[config.mk]
export PLATFORM = sky130hd
export DESIGN_NAME = display_frame_buffer
export DESIGN_NICKNAME = d
export VERILOG_FILES = /design/src/rtl/display_frame_buffer.sv
export SDC_FILE = /design/constraint.sdc
export NUM_CORES = 1
export LEC_CHECK = 0
export CORE_MARGIN = 4
export CORE_UTILIZATION = 60
export DETAILED_ROUTE_END_ITERATION = 7
export HOLD_SLACK_MARGIN = 0.1
export PLACE_DENSITY = 0.79
export SLEW_MARGIN = 0
export SYNTH_ARGS = -nofsm -noshare
export SYNTH_HDL_FRONTEND = slang
export SYNTH_SLANG_ARGS = --single-unit
[constraint.sdc]
create_clock -name clk -period 8.4 [get_ports clk]
set_input_delay 1.26 -clock clk [delete_from_list [all_inputs] [get_ports clk]]
set_output_delay 1.26 -clock clk [all_outputs]
set_load 0.01 [all_outputs]
[src/rtl/display_frame_buffer.sv]
// display_frame_buffer
// This module holds the 8x8 board of 2-bit cells that the LED scanner reads.
// Each cell is {red, green}.
// - Game logic writes one cell per cycle through the write port.
// - The scanner reads through a combinational read port.
// - A clear sequencer wipes the board at one cell per cycle.
// - Red and green stone counters are updated on the same edge as the cell.
module display_frame_buffer #(
    parameter int CELLS        = 64,
    parameter bit CLEAR_ON_RST = 1'b1
) (
    input  logic                         clk,
    input  logic                         rst_n,
    input  logic                         wr_en,
    input  logic [$clog2(CELLS)-1:0]     wr_addr,
    input  logic [1:0]                   wr_data,
    input  logic                         clear_req,
    input  logic [$clog2(CELLS)-1:0]     ram_rd_addr,
    output logic [1:0]                   ram_data,
    output logic                         busy,
    output logic                         wr_rejected,
    output logic [$clog2(CELLS+1)-1:0]   red_count,
    output logic [$clog2(CELLS+1)-1:0]   green_count
);

    localparam int AW = $clog2(CELLS);
    localparam int CW = $clog2(CELLS + 1);

    localparam logic [1:0] CELL_EMPTY = 2'b00;
    localparam logic [1:0] CELL_GREEN = 2'b01;
    localparam logic [1:0] CELL_RED   = 2'b10;
    localparam logic [1:0] CELL_BAD   = 2'b11;

    typedef enum logic {
        ST_IDLE  = 1'b0,
        ST_CLEAR = 1'b1
    } state_t;

    state_t          state_q;
    logic [AW-1:0]   clear_ptr_q;
    logic [CW-1:0]   red_q;
    logic [CW-1:0]   green_q;
    logic            wr_rejected_q;

    logic [1:0]      mem_q [CELLS];

    logic            wr_accept;
    logic            wr_reject_d;
    logic [1:0]      old_cell;
    logic [CW-1:0]   red_d;
    logic [CW-1:0]   green_d;
    logic            last_cell;
    logic            mem_we;
    logic [AW-1:0]   mem_waddr;
    logic [1:0]      mem_wdata;

    // Decide whether a write is accepted, compute the new counts, and select
    // the single memory write source (clear wins over game writes).
    always_comb begin
        wr_accept   = wr_en && (state_q == ST_IDLE) && !clear_req && (wr_data != CELL_BAD);
        wr_reject_d = wr_en && !wr_accept;
        old_cell    = mem_q[wr_addr];
        // Remove the contribution of the old cell and add the new one.
        // The counts therefore track the board exactly and cannot wrap.
        red_d       = red_q + CW'(wr_data == CELL_RED) - CW'(old_cell == CELL_RED);
        green_d     = green_q + CW'(wr_data == CELL_GREEN) - CW'(old_cell == CELL_GREEN);
        last_cell   = (clear_ptr_q == AW'(CELLS - 1));
        mem_we      = (state_q == ST_CLEAR) || wr_accept;
        mem_waddr   = wr_addr;
        mem_wdata   = wr_data;
        if (state_q == ST_CLEAR) begin
            mem_waddr = clear_ptr_q;
            mem_wdata = CELL_EMPTY;
        end
    end

    // Control FSM: sequences the clear, keeps the stone counts, and flags dropped writes.
    always_ff @(posedge clk) begin
        if (!rst_n) begin
            state_q       <= CLEAR_ON_RST ? ST_CLEAR : ST_IDLE;
            clear_ptr_q   <= '0;
            red_q         <= '0;
            green_q       <= '0;
            wr_rejected_q <= 1'b0;
        end else begin
            wr_rejected_q <= wr_reject_d;
            case (state_q)
                ST_IDLE: begin
                    if (clear_req) begin
                        // The board is about to be wiped, so zero the counts immediately.
                        state_q     <= ST_CLEAR;
                        clear_ptr_q <= '0;
                        red_q       <= '0;
                        green_q     <= '0;
                    end else if (wr_accept) begin
                        red_q   <= red_d;
                        green_q <= green_d;
                    end
                end
                ST_CLEAR: begin
                    // A clear_req that arrives here is ignored; the sequence is not restarted.
                    clear_ptr_q <= clear_ptr_q + 1'b1;
                    if (last_cell) begin
                        state_q <= ST_IDLE;
                    end
                end
                default: begin
                    state_q <= ST_IDLE;
                end
            endcase
        end
    end

    // Cell storage. There is no reset on the array itself.
    // During reset, writes are gated off so the cell contents are left untouched.
    always_ff @(posedge clk) begin
        if (rst_n && mem_we) begin
            mem_q[mem_waddr] <= mem_wdata;
        end
    end

    // The scanner port reads straight from storage with no latency.
    // A write therefore becomes visible in the cycle after its edge.
    assign ram_data    = mem_q[ram_rd_addr];
    assign busy        = (state_q == ST_CLEAR);
    assign wr_rejected = wr_rejected_q;
    assign red_count   = red_q;
    assign green_count = green_q;

endmodule

Word level (Yosys, flattened, before mapping). Memory sizes are Yosys's and may differ from the RTL's. Cells that the tools add are included.

Bitwise gates (word level): 1. Divide/modulo/power cells: 0. Shift-type cells: 0. $lt $le $gt $ge: 0. Multiply operators: 0. $add $sub $neg: 5. Multiplexer cells: 13. Eq/ne operators: 7. Reductions and logical operators: 10.

Operator list (count): 7-bit 2-to-1 mux (4); 7-bit by 1-bit adder with 7-bit output (2); 7-bit by 1-bit subtractor with 7-bit output (2); 6-bit 2-to-1 mux (2); 6-bit case mux with 2 select lines (1); 6-bit by 1-bit adder with 6-bit output, second input constant (1); 6-bit equality test, second input constant (1); 1-bit logical AND (5); 2-bit by 1-bit equality test with 1-bit output, second input constant (2); 2-bit equality test, second input constant (2); 1-bit 2-to-1 mux (4); 2-bit != test, second input constant (2); 1-bit logical NOT (2); 2-bit 2-to-1 mux (1); 1-bit case mux with 2 select lines (1); 2-bit AND reduction (1); 2-bit nonzero test (1); 1-bit logical OR (1); 1-bit NOT (1).

Word-level logic and storage cells: 42. Bits in read-only memories: 0. Bits in latches: 0. Input port bits: 18. RAM bits: 128. Memories: 1. Output and inout port bits: 18. Bits in registers: 22.

Memories: mem_q (words 64, bits a word 2, rd ports 2, clocked after memory_dff 0, wr ports 1, RTL line 45) `logic [1:0] mem_q [CELLS];`.

Longest topological paths before layout. Gate-level depths: netlist of the first run.

Word-level depth: 8. Gate-level depth with buffers: 20. Depth with buffers taken out: 17.

Worst setup path before layout of the first run. Ideal clock, no wire load.

Path kind: input to register. From: input port wr_addr[0]. To: register red_q[6] (netlist: red_count[6]). Library setup time: 0.116 ns. Arrival: 4.693 ns. Buffers on the path: 2. Setup slack: 3.591 ns. Cell stages on the path: 18. Required time: 8.284 ns. Path through: buf_2 > buf_2 > mux4_2 > mux2_2 > nand2_1 > nand4_1 > o31ai_1 > ha_1 > inv_1 > ha_1 > inv_1 > fa_1 > nor2b_1 > o21a_1 > o21ai_0 > a211oi_1 > mux2i_1 > a31o_2.

Longest elaborated chain between the ends: 5.

RTL lines: start, declared (RTL line 15) `input logic [$clog2(CELLS)-1:0] wr_addr,`; memory read 64 x 2 bit; 2-bit equality test (RTL line 65) `red_d = red_q + CW'(wr_data == CELL_RED) - CW'(old_cell == CELL_RED);`; 7-bit by 1-bit subtractor with 7-bit output (RTL line 65); 7-bit 2-to-1 mux (RTL line 95) `end else if (wr_accept) begin`; 7-bit 2-to-1 mux (RTL line 89) `if (clear_req) begin`; end signal, assigned (RTL line 96) `red_q <= red_d;`; end, declared (RTL line 41) `logic [CW-1:0] red_q;`.

Every way passes these cells. The select of a mux whose other input is x is not followed. A chain may end at the register's enable or synchronous reset.

Worst setup path in the final report of the first run.
From: input port wr_addr[1]. To: register red_q[6] (netlist: red_count[6]).

The elaborated chain is that of the path after synthesis.

==> results of run 1 <==
==> sequential cells by signal (all words and copies together), names as in the netlist <==
signal,count
mem_q,128
green_count,7
red_count,7
clear_ptr_q,6
busy,1
wr_rejected,1
==> layout make-up <==
type | instances | area (um^2)
clock buffers | 18 | 429
repair buffers | 40 | 373
flip-flops and latches | 150 | 4280
inverters | 22 | 82.6
fillers | 870 | 3790
multi-input cells | 391 | 3470
clock inverters | 14 | 184
well taps | 172 | 215
==> worst max-delay path: stages <==
cell and delay, ns:
clkdlybuf4s50_1 1.17, buf_4 0.38, mux4_2 0.34, mux2i_1 0.16, o22ai_1 0.11, a211oi_1 0.31, nand3_1 0.13, o31ai_1 0.10
ha_1 0.28, inv_1 0.05, ha_1 0.15, inv_1 0.06, fa_1 0.40, nor2b_1 0.16, o21a_1 0.17, o21ai_0 0.11
a211oi_1 0.28, mux2i_1 0.12, a31o_2 0.21
==> how the worst max path moves through the flow <==
stage,cells after the start,to
floorplan,18,red_count[6]
global placement,19,red_count[6]
detailed placement,19,red_count[6]
CTS,19,red_count[6]
global route,19,red_count[6]
finish,19,red_count[6]
==> metrics by stage <==
stage | std cells | setup WS [ns] | util (%) | hold WS (ns) | total power, uW
after CTS | 807 | 2.81 | 70.5 | 0.507 | 1740
after global placement | 775 | 2.52 | 65.7 | 0.496 | 952
final | 807 | 2.75 | 70.5 | 0.499 | 1730
after detailed placement | 775 | 2.40 | 65.7 | 0.501 | 956
after floorplan | 601 | 3.59 | - | 0.482 | 917
after global routing | 807 | 2.43 | 70.5 | 0.532 | 1780
==> power groups by stage <==
| stage | Sequential [uW] | Clock, uW | Combinational, uW |
|---|---|---|---|
| 2_1_floorplan | 818 | 0 | 99.8 |
| 3_3_place_gp | 818 | 0 | 134 |
| 3_5_place_dp | 818 | 0 | 138 |
| 4_1_cts | 803 | 797 | 139 |
| 5_1_grt | 803 | 831 | 149 |
| 6_report | 803 | 791 | 140 |
==> logic make-up (layout without fill, tap and decap cells) <==
group                      count (synthesis)  after routing
adders and majority gates                 17             17
AOI/OAI and AO/OA                         82             82
DFF                                      150            150
xor gates and xnor gates                   3              3
and+or+nand+nor                          193            193
muxes                                     96             96
buffers and inverters                     60             94
==> routing by layer <==
metal / global-route usage (%) / share of wire (%)
met5: 0 / 0.036
met4: 11.3 / 2.8
met3: 6.72 / 9.9
met2: 43.2 / 50
met1: 36.6 / 38
==> cell usage in the layout, fill, tap and decap left out, types with 3 or more instances in the layout <==
cell type        Yosys  final
nor3b_1              4      4
and3_1               7      7
buf_2               13      3
and2_1               7      7
o31ai_1              5      5
nand3b_1             7      7
o21a_1               3      3
a22oi_1             11     11
clkdlybuf4s50_1      0     32
a211oi_1             3      3
nand2b_1            11     11
clkinvlp_4           0      3
nand4_1              3      3
nand2_1             30     30
nor2b_1             24     22
edfxtp_1           128    128
a21oi_1             18     18
mux2i_1             34     34
nor3_1               6      6
nor2_1              71     71
dfxtp_1             22     22
clkbuf_16            0     17
o21ai_0             17     17
inv_1               22     22
buf_4                1      5
ha_1                15     15
mux4_2              60     60
nand3_1             16     16
o21bai_1             3      3
clkinv_2             0      4
bufinv_16            0      4
xnor2_1              3      3
==> key figures, run 1 <==
Run status
  – Status: completed

Clocking
  – Clk sink count: 150
  – CTS tree: done
  – CTS Root Cell: clkbuf_16
  – Post-CTS Hold Buffers: 0
  – Clock Pin Slew Worst Setup and Hold Paths: 0.06 ns
  – CTS max path bufs: 2
  – # resized after CTS: 0
  – H-tree depth: 4
  – Post-CTS Setup Bufs: 0
  – CTS Buf Count: 17
  – Latest clock arrival within the worst-skew pair: 0.43 ns

Logic synthesis
  – Synth Area in XOR/XNOR: 0.328%
  – Post-synth ARST share: 0%
  – Main combinational cell family by area after synthesis: multiplexers
  – Count leader, synth: edfxtp_1
  – Yosys reg bits: 150
  – Compound-Gate Fraction of Synth Area: 6.74%
  – Syn_nets: 636
  – Top cell type's share of synthesized area: 48.0%
  – Mux share of post-synthesis cell area: 21.4%
  – Cell variety after synth: 51
  – Ys Warns: 0
  – Main area contributors after synthesis: edfxtp_1, mux4_2, dfxtp_1
  – Post-synth EDFFs: 128
  – Synthesized instance count: 601
  – Ys flop type: edfxtp_1
  – Synth Area per Inst: 13.3 um^2
  – Synth Area in Adders: 2.85%
  – Simple-gate share of the synthesized area: 11.9%
  – Syn Std Cell Area: 0.00800 mm^2
  – Top cells by count, synth: edfxtp_1, nor2_1, mux4_2
  – Leading area contributor after synthesis: edfxtp_1
  – Sequential area share after synthesis: 53.6%

Setup path
  – CP endpoint kind: flip-flop
  – Critical Path Start: wr_addr[1]
  – Reg2reg setup slack: 4.53 ns
  – R2r startpoint: mem_q[36][0]
  – Arr. time, crit path: 5.97 ns
  – Startpoint types: primary input
  – R2R Path End: red_count[6]
  – Worst-path fanout max: 19
  – Reg2reg path depth: 17
  – Crit Path Class: in -> reg
  – Critical Path RT: 8.72 ns

Cells and area
  – Final nets: 657
  – Synthesis-to-finish area growth: 13.0%
  – Layout cells sized above 1: 16.7%
  – Post-route cell area: 0.00904 mm^2
  – Diode count: 0

STA
  – Setup_tns: 0 ns
  – Count of final hold-check violations: 0
  – Worst slew pin tran: 1.13 ns
  – Setup violators final: 0
  – RSZ-0062 raised after global routing: false
  – Fin crit period: 5.65 ns
  – Max-slew headroom: 25.0%
  – Fin crit share: 67.3%
  – Fin. max-slew vios: 0
  – Clock Skews: 0.00680 ns
  – Achievable frequency: 0.177 GHz

Global route
  – First-pass GRT wire length: 30,200 um
  – Largest net degree at the start of global routing: 65
  – Vias in the first global route: 5,367
  – Initial antenna violation count: 1
  – GRT Total Usage: 27.3%
  – Total grt overflow: 0

Routing
  – WL/cell: 24.0 um
  – First-iteration detailed-routing DRC count: 744
  – DR vias: 5,315
  – Detail Route Antenna Nets: 0
  – Total wire length: 19,300 um
  – DRC viols: 0
  – DR pass1 iterations: 5
  – Via/cell ratio: 6.59

Worst hold path
  – Hold wc startpoint: red_count[4]
  – Hold Path Sink: red_count[4]
  – Hold Crit Class: reg -> reg
  – Worst Hold Depth: 2

Floorplan
  – Die Ht: 123 um
  – Initial Util: 62.4%
  – Core area: 0.0128 mm^2
  – DIE WIDTH: 123 um
  – IO Pins: 36
  – Rows: 41
  – DIE AREA: 0.0152 mm^2

Power and ir drop
  – LEAKAGE: 0.00302 uW
  – Clock power frac: 45.6%
  – Peak VDD IR: 0.172 mV
  – Internal: 1360 uW
  – NetSw: 374 uW
  – Sequential fraction of design power: 46.3%
  – Power Density: 192 mW/mm^2
  – Sw Share: 21.6%
  – Combinational share of power: 8.1%

Place
  – Placed cell area: 0.00843 mm^2
  – DP HPWL: 12,700 um
  – Gpl congestion: 0.865
  – PortBufs: 35

Flow run
  – Max-cap violations: 0
(Power assumes the default switching activity.)
==> run 2: changes to the inputs <==
==> constraint.sdc (replaced) <==
create_clock -name clk -period 5.8 [get_ports clk]
set_input_delay 0.87 -clock clk [delete_from_list [all_inputs] [get_ports clk]]
set_output_delay 0.87 -clock clk [all_outputs]
set_load 0.01 [all_outputs]
==> run 2 against run 1 <==
Net effect: power is 39% higher; combinational power is 47% higher; utilization is 0.088 points higher; routed wire length is 1.2% lower; clock skew is 0.0048 ns higher; global-route usage is 0.43 points lower; count of clock-buffer cells in the layout is 1 higher; critical endpoint unchanged.
==> key figures, run 2 (same netlist as run 1, synthesis figures left out) <==
Run status
  – Status: completed

Power and ir drop
  – LEAKAGE: 0.00304 uW (+0.40%)
  – Peak VDD IR: 0.254 mV (+48%)
  – Power Density: 266 mW/mm^2 (+39%)
  – Final Power: 2410 uW (+39%)

Routing
  – Total wire length: 19,100 um (-1.2%)
  – Detail Route Antenna Nets: 0 (unchanged)
  – Via/cell ratio: 6.64 (+0.74%)
  – DR vias: 5,401 (+1.6%)
  – DRC viols: 0 (unchanged)
  – First-iteration detailed-routing DRC count: 774 (+4.0%)
  – DR pass1 iterations: 6 (+1)
  – WL/cell: 23.5 um (-2.0%)

Clocking
  – Latest clock arrival within the worst-skew pair: 0.43 ns (about the same)
  – Clk sink count: 150 (unchanged)
  – # resized after CTS: 0 (unchanged)
  – Post-CTS Setup Bufs: 0 (unchanged)
  – CTS Buf Count: 17 (unchanged)
  – CTS max path bufs: 2 (unchanged)
  – CTS Root Cell: clkbuf_16
  – Post-CTS Hold Buffers: 0 (unchanged)
  – CTS tree: done
  – H-tree depth: 4 (unchanged)
  – Clock Pin Slew Worst Setup and Hold Paths: 0.06 ns (about the same)

STA
  – Fin crit period: 4.66 ns
  – Setup violators final: 0 (unchanged)
  – RSZ-0062 raised after global routing: false
  – Clock Skews: 0.0116 ns (+0.00484 ns)
  – Max-slew headroom: 25.3% (+0.28 points)
  – Fin crit share: 80.3%
  – Worst slew pin tran: 1.12 ns (-0.00654 ns)
  – Fin. max-slew vios: 0 (unchanged)
  – Achievable frequency: 0.215 GHz
  – Setup ws final: 1.14 ns (-1.61 ns)
  – Setup_tns: 0 ns (unchanged)
  – Count of final hold-check violations: 0 (unchanged)

Setup path
  – CP endpoint kind: flip-flop
  – Worst-path fanout max: 31 (+12)
  – CP Cell Sequence: clkdlybuf4s50_1 -> buf_4 -> mux4_2 -> mux2i_1 -> o22a_1 -> and3_1 -> o31ai_1 -> ha_1 -> inv_1 -> ha_1 -> inv_1 -> fa_1 -> nor2b_1 -> o21a_1 -> o21ai_0 -> a211oi_1 -> mux2i_1 -> a31o_2
  – Cell class contributing the biggest share of worst-path delay: compound AO/OA/AOI/OAI gates
  – Crit Path Class: in -> reg
  – Critical Path RT: 6.12 ns (-2.60 ns)
  – Max incr delay on CP: 0.56 ns (-0.61 ns)
  – CP max stage cell: mux4_2
  – Arr. time, crit path: 4.98 ns (-0.99 ns)
  – Buf+Inv Stages, Crit Path: 4 (unchanged)
  – Startpoint types: primary input

Floorplan
  – Initial Util: 62.4% (unchanged)
  – IO Pins: 36 (unchanged)
  – Core area: 0.0128 mm^2 (unchanged)
  – DIE AREA: 0.0152 mm^2 (unchanged)
  – Die Ht: 123 um (unchanged)
  – Rows: 41 (unchanged)
  – DIE WIDTH: 123 um (unchanged)

Flow run
  – Max-cap violations: 0 (unchanged)

Global route
  – Largest net degree at the start of global routing: 65 (unchanged)
  – Initial antenna violation count: 0 (-1)
  – GRT Total Usage: 26.9% (-0.43 points)
  – Total grt overflow: 0 (unchanged)
  – Vias in the first global route: 5,295 (-1.3%)
  – First-pass GRT wire length: 29,700 um (-1.7%)

Cells and area
  – Layout cells sized above 1: 17.4% (+0.75 points)
  – Commonest non-fill, non-tap cells in the layout: edfxtp_1, nor2_1, mux4_2, mux2i_1, clkdlybuf4s50_1
  – Max FFs per register: 128 (unchanged)
  – Diode count: 0 (unchanged)
  – Most common cell after layout, fill and taps aside: edfxtp_1
  – Final nets: 664 (+1.1%)
  – Reg with most FFs: mem_q
  – Synthesis-to-finish area growth: 13.1%

Place
  – PortBufs: 35 (unchanged)
  – DP HPWL: 13,000 um (+1.8%)
  – Gpl congestion: 0.926 (+7.0%)
  – Pre-CTS WS: 0.759 ns (-1.64 ns)

Worst hold path
  – Hold Crit Class: reg -> reg
==> run 2: changes by cell type in the layout (fill, tap and decap cells not counted) <==
| cell | delta |
|---|---|
| bufinv_16 | -3 |
| inv_8 | +1 |
| clkinvlp_4 | -1 |
| inv_6 | +1 |
| buf_4 | +6 |
| clkinv_4 | +4 |
| clkinv_2 | -3 |
| buf_12 | +1 |
| clkbuf_1 | +1 |
==> run 2: layer usage <==
metal	global-route usage, %	up-vias	share of wire (%)	wire length [um]
li1	-	2370	-	-
met1	36.8	2636	38	7320
met2	42.5	349	48	9210
met3	6.08	46	11	2010
met4	10.0	0	3.1	584
met5	0	-	0	0
==> run 2: tightest hold or removal path, cell delays in order (launching register included) <==
cell and delay, ns:
dfxtp_1 0.34, nand2_1 0.06, a21boi_0 0.06
==> run 2: power by group <==
part | internal (uW) | switching, uW | total [uW]
clock | 594 | 443 | 1040
combinational | 99.4 | 106 | 206
sequential | 1160 | 4.35 | 1160
total | 1850 | 554 | 2410
==> run 2: per-stage QoR <==
stage	area [um^2]	hold WS [ns]	cells	utilization (%)
CTS	9050	0.523	814	70.6
finish	9050	0.519	814	70.6
floorplan	8000	0.482	601	-
global route	9050	0.554	814	70.6
global placement	8490	0.499	782	66.2
detailed placement	8490	0.517	782	66.2
==> run 2: layout make-up <==
class / count / area, um^2
Multi-Input combinational cell: 391 / 3470
Fill cell: 856 / 3770
Clock buffer: 19 / 433
Clock inverter: 13 / 126
Sequential cell: 150 / 4280
Timing Repair Buffer: 47 / 438
Inverter: 22 / 82.6
Tap cell: 172 / 215
==> run 2: final timing paths <==
check        cells past startpoint            to          from  slack, ns
max                             18  red_count[6]    wr_addr[1]       1.14
min                              2  red_count[4]  red_count[4]       0.52
max reg2reg                     16  red_count[6]  mem_q[14][0]       1.96
min reg2reg                      2  red_count[4]  red_count[4]       0.52
==> run 3: changes to the inputs <==
--- a/config.mk
+++ b/config.mk
@@ -6,10 +6,10 @@
 export NUM_CORES = 1
 export LEC_CHECK = 0
 export CORE_MARGIN = 4
-export CORE_UTILIZATION = 60
+export CORE_UTILIZATION = 55
 export DETAILED_ROUTE_END_ITERATION = 7
 export HOLD_SLACK_MARGIN = 0.1
-export PLACE_DENSITY = 0.79
+export PLACE_DENSITY = 0.76
 export SLEW_MARGIN = 0
 export SYNTH_ARGS = -nofsm -noshare
 export SYNTH_HDL_FRONTEND = slang
==> constraint.sdc (replaced) <==
create_clock -name clk -period 3.9 [get_ports clk]
set_input_delay 0.585 -clock clk [delete_from_list [all_inputs] [get_ports clk]]
set_output_delay 0.585 -clock clk [all_outputs]
set_load 0.01 [all_outputs]
==> run 3 against run 2 <==
Net effect: first-iteration DRC count is 7.5% lower; cell area is 6.0% higher; critical path type unchanged; power is 57% higher; sequential cell count stayed put; count of clock-buffer cells in the layout is 2 lower; sequential share of layout area is 2.7 points lower; global-route usage is 1.1 points lower; clock power is 62% higher; cell count is 5.4% higher; hold slack worse by 0.012 ns; highest routed layer unchanged; critical endpoint is now green_count[6].
==> key figures, run 3 (same netlist as run 1, synthesis figures left out) <==
Clocking
  – CTS tree: done
  – CTS Buf Count: 17 (unchanged)
  – H-tree depth: 4 (unchanged)
  – Clock Pin Slew Worst Setup and Hold Paths: 0.06 ns (about the same)
  – CTS max path bufs: 2 (unchanged)
  – CTS Root Cell: clkbuf_16
  – Clk sink count: 150 (unchanged)
  – Latest clock arrival within the worst-skew pair: 0.43 ns (about the same)
  – Post-CTS Hold Buffers: 0 (unchanged)

Global route
  – Initial antenna violation count: 0 (unchanged)
  – GRT Total Usage: 25.8% (-1.1 points)
  – Vias in the first global route: 5,603 (+5.8%)
  – Largest net degree at the start of global routing: 65 (unchanged)
  – First-pass GRT wire length: 31,900 um (+7.6%)
  – Total grt overflow: 0 (unchanged)

Setup path
  – Startpoint types: primary input
  – Crit Path Class: in -> reg
  – Arr. time, crit path: 4.09 ns (-0.89 ns)
  – Cell class contributing the biggest share of worst-path delay: compound AO/OA/AOI/OAI gates
  – CP Cell Sequence: buf_4 -> buf_12 -> mux4_2 -> mux2i_4 -> o22ai_1 -> a211oi_2 -> buf_4 -> o31ai_4 -> ha_1 -> inv_1 -> ha_1 -> inv_1 -> fa_1 -> nor2b_1 -> o21a_1 -> o21a_1 -> o311ai_1 -> mux2i_1 -> a31o_2
  – CP max stage cell: mux4_2
  – Max incr delay on CP: 0.55 ns (about the same)
  – Critical Path RT: 4.22 ns (-1.90 ns)
  – Buf+Inv Stages, Crit Path: 5 (+1)
  – Worst-path fanout max: 10 (-68%)
  – CP endpoint kind: flip-flop

Power and ir drop
  – Peak VDD IR: 0.319 mV (+26%)
  – Power Density: 394 mW/mm^2 (+48%)
  – Combinational share of power: 10.0% (+1.4 points)
  – NetSw: 891 uW (+61%)
  – LEAKAGE: 0.00331 uW (+8.9%)
  – Sequential fraction of design power: 45.7% (-2.6 points)
  – Clock power frac: 44.3% (+1.2 points)
  – Internal: 2890 uW (+56%)
  – Sw Share: 23.6% (+0.55 points)

Floorplan
  – IO Pins: 36 (unchanged)
  – Die Ht: 129 um (+4.2%)
  – Initial Util: 57.0% (-5.4 points)
  – DIE WIDTH: 129 um (+4.2%)
  – Core area: 0.0140 mm^2 (+9.5%)
  – Rows: 43 (+4.9%)
  – DIE AREA: 0.0165 mm^2 (+8.5%)

STA
  – Count of final hold-check violations: 0 (unchanged)
  – Max-slew headroom: 54.3% (+29 points)
  – Fin crit period: 3.77 ns
  – Fin crit share: 96.7%
  – Setup ws final: 0.128 ns (-1.01 ns)
  – Setup violators final: 0 (unchanged)
  – RSZ-0062 raised after global routing: true
  – Worst slew pin tran: 0.685 ns (-0.434 ns)
  – Achievable frequency: 0.265 GHz
  – Fin. max-slew vios: 0 (unchanged)
  – Clock Skews: 0.00753 ns (-0.00411 ns)

Routing
  – DR vias: 5,646 (+4.5%)
  – Detail Route Antenna Nets: 0 (unchanged)
  – Via/cell ratio: 6.58 (-0.82%)
  – DR pass1 iterations: 5 (-1)
  – First-iteration detailed-routing DRC count: 716 (-7.5%)
  – WL/cell: 23.9 um (+1.7%)
  – DRC viols: 0 (unchanged)
  – Total wire length: 20,500 um (+7.2%)

Cells and area
  – Final nets: 700 (+5.4%)
  – Final core utilization: 68.3% (-2.3 points)
  – Max FFs per register: 128 (unchanged)
  – Diode count: 0 (unchanged)
  – Post-route cell area: 0.00959 mm^2 (+6.0%)
  – Most common cell after layout, fill and taps aside: edfxtp_1
  – Commonest non-fill, non-tap cells in the layout: edfxtp_1, nor2_1, mux4_2, buf_4, mux2i_1
  – Layout cells sized above 1: 25.1% (+7.6 points)
  – Synthesis-to-finish area growth: 19.9%
  – Reg with most FFs: mem_q

Flow run
  – Max-cap violations: 0 (unchanged)

Place
  – DP HPWL: 13,400 um (+3.6%)
  – Pre-CTS WS: -0.683 ns (-1.44 ns)
  – PortBufs: 35 (unchanged)
  – Placed cell area: 0.00883 mm^2 (+4.0%)
  – Gpl congestion: 0.891 (-3.7%)

Worst hold path
  – Hold Crit Class: reg -> reg

Run status
  – Status: completed
run 3: cell types whose count changed in the layout (fill, tap and decap cells not counted), moves of 3 or more:
cell,change
buf_12,+6
nor2b_1,-3
clkinv_4,-3
nor2b_2,+3
inv_8,+3
inv_6,+4
buf_4,+29
run 3: per-stage QoR:
step | total power (uW) | hold slack (ns) | setup TNS [ns] | std cells
2_1_floorplan | 1980 | 0.482 | 0 | 601
3_3_place_gp | 2100 | 0.493 | -2.19 | 822
3_5_place_dp | 2100 | 0.505 | -3.02 | 822
4_1_cts | 3780 | 0.514 | 0 | 856
5_1_grt | 3900 | 0.547 | -0.0159 | 858
6_report | 3780 | 0.507 | 0 | 858
run 3: per-layer routing:
layer | vias up | GRT usage, % | share of wire (%)
li1 | 2446 | - | -
met1 | 2818 | 33.8 | 38
met2 | 329 | 40.1 | 49
met3 | 53 | 8.30 | 9.6
met4 | 0 | 10.6 | 3.1
met5 | - | 0 | 0
run 3: area by class of cell:
class                      instances  area [um^2]
clock buffer                      17          425
clock inverter                    15          180
fill                             926         4450
inverter                          22         82.6
multi-input combinational        391         3580
sequential                       150         4280
tap                              180          225
timing repair buffer              83          816
run 3: worst paths after layout:
check | from | to | slack, ns | cells after the start
worst min-delay path | red_count[4] | red_count[4] | 0.51 | 2
worst max-delay path | wr_addr[0] | green_count[6] | 0.13 | 19
worst min register to register | red_count[4] | red_count[4] | 0.51 | 2
worst max register to register | mem_q[59][0] | green_count[6] | 0.16 | 17
run 3: power by group through the flow:
stage	combinational (uW)	clock (uW)	sequential (uW)
2_1_floorplan	219	0	1760
3_3_place_gp	334	0	1760
3_5_place_dp	342	0	1760
4_1_cts	360	1690	1730
5_1_grt	401	1770	1730
6_report	378	1680	1730
run 3: what timing repair did:
item | 4_1_cts | 5_1_grt
setup endpoints to repair | 3 | 3
hold endpoints to repair | 0 | 0
resized for setup | 9 | 17
setup buffers | 1 | 3
gates cloned | 1 | 0
pin swaps | 3 | 8
run 3: worst reg2reg max path, cell delays in order (launching register included):
cell      delay (ns)
edfxtp_1        0.41
mux4_2          0.54
mux2i_4         0.19
o22ai_1         0.15
a211oi_2        0.26
buf_4           0.18
o31ai_4         0.07
ha_1            0.29
inv_1           0.05
ha_1            0.15
inv_1           0.05
fa_1            0.40
nor2b_1         0.14
o21a_1          0.16
o21a_1          0.14
o311ai_1        0.12
mux2i_1         0.14
a31o_2          0.21
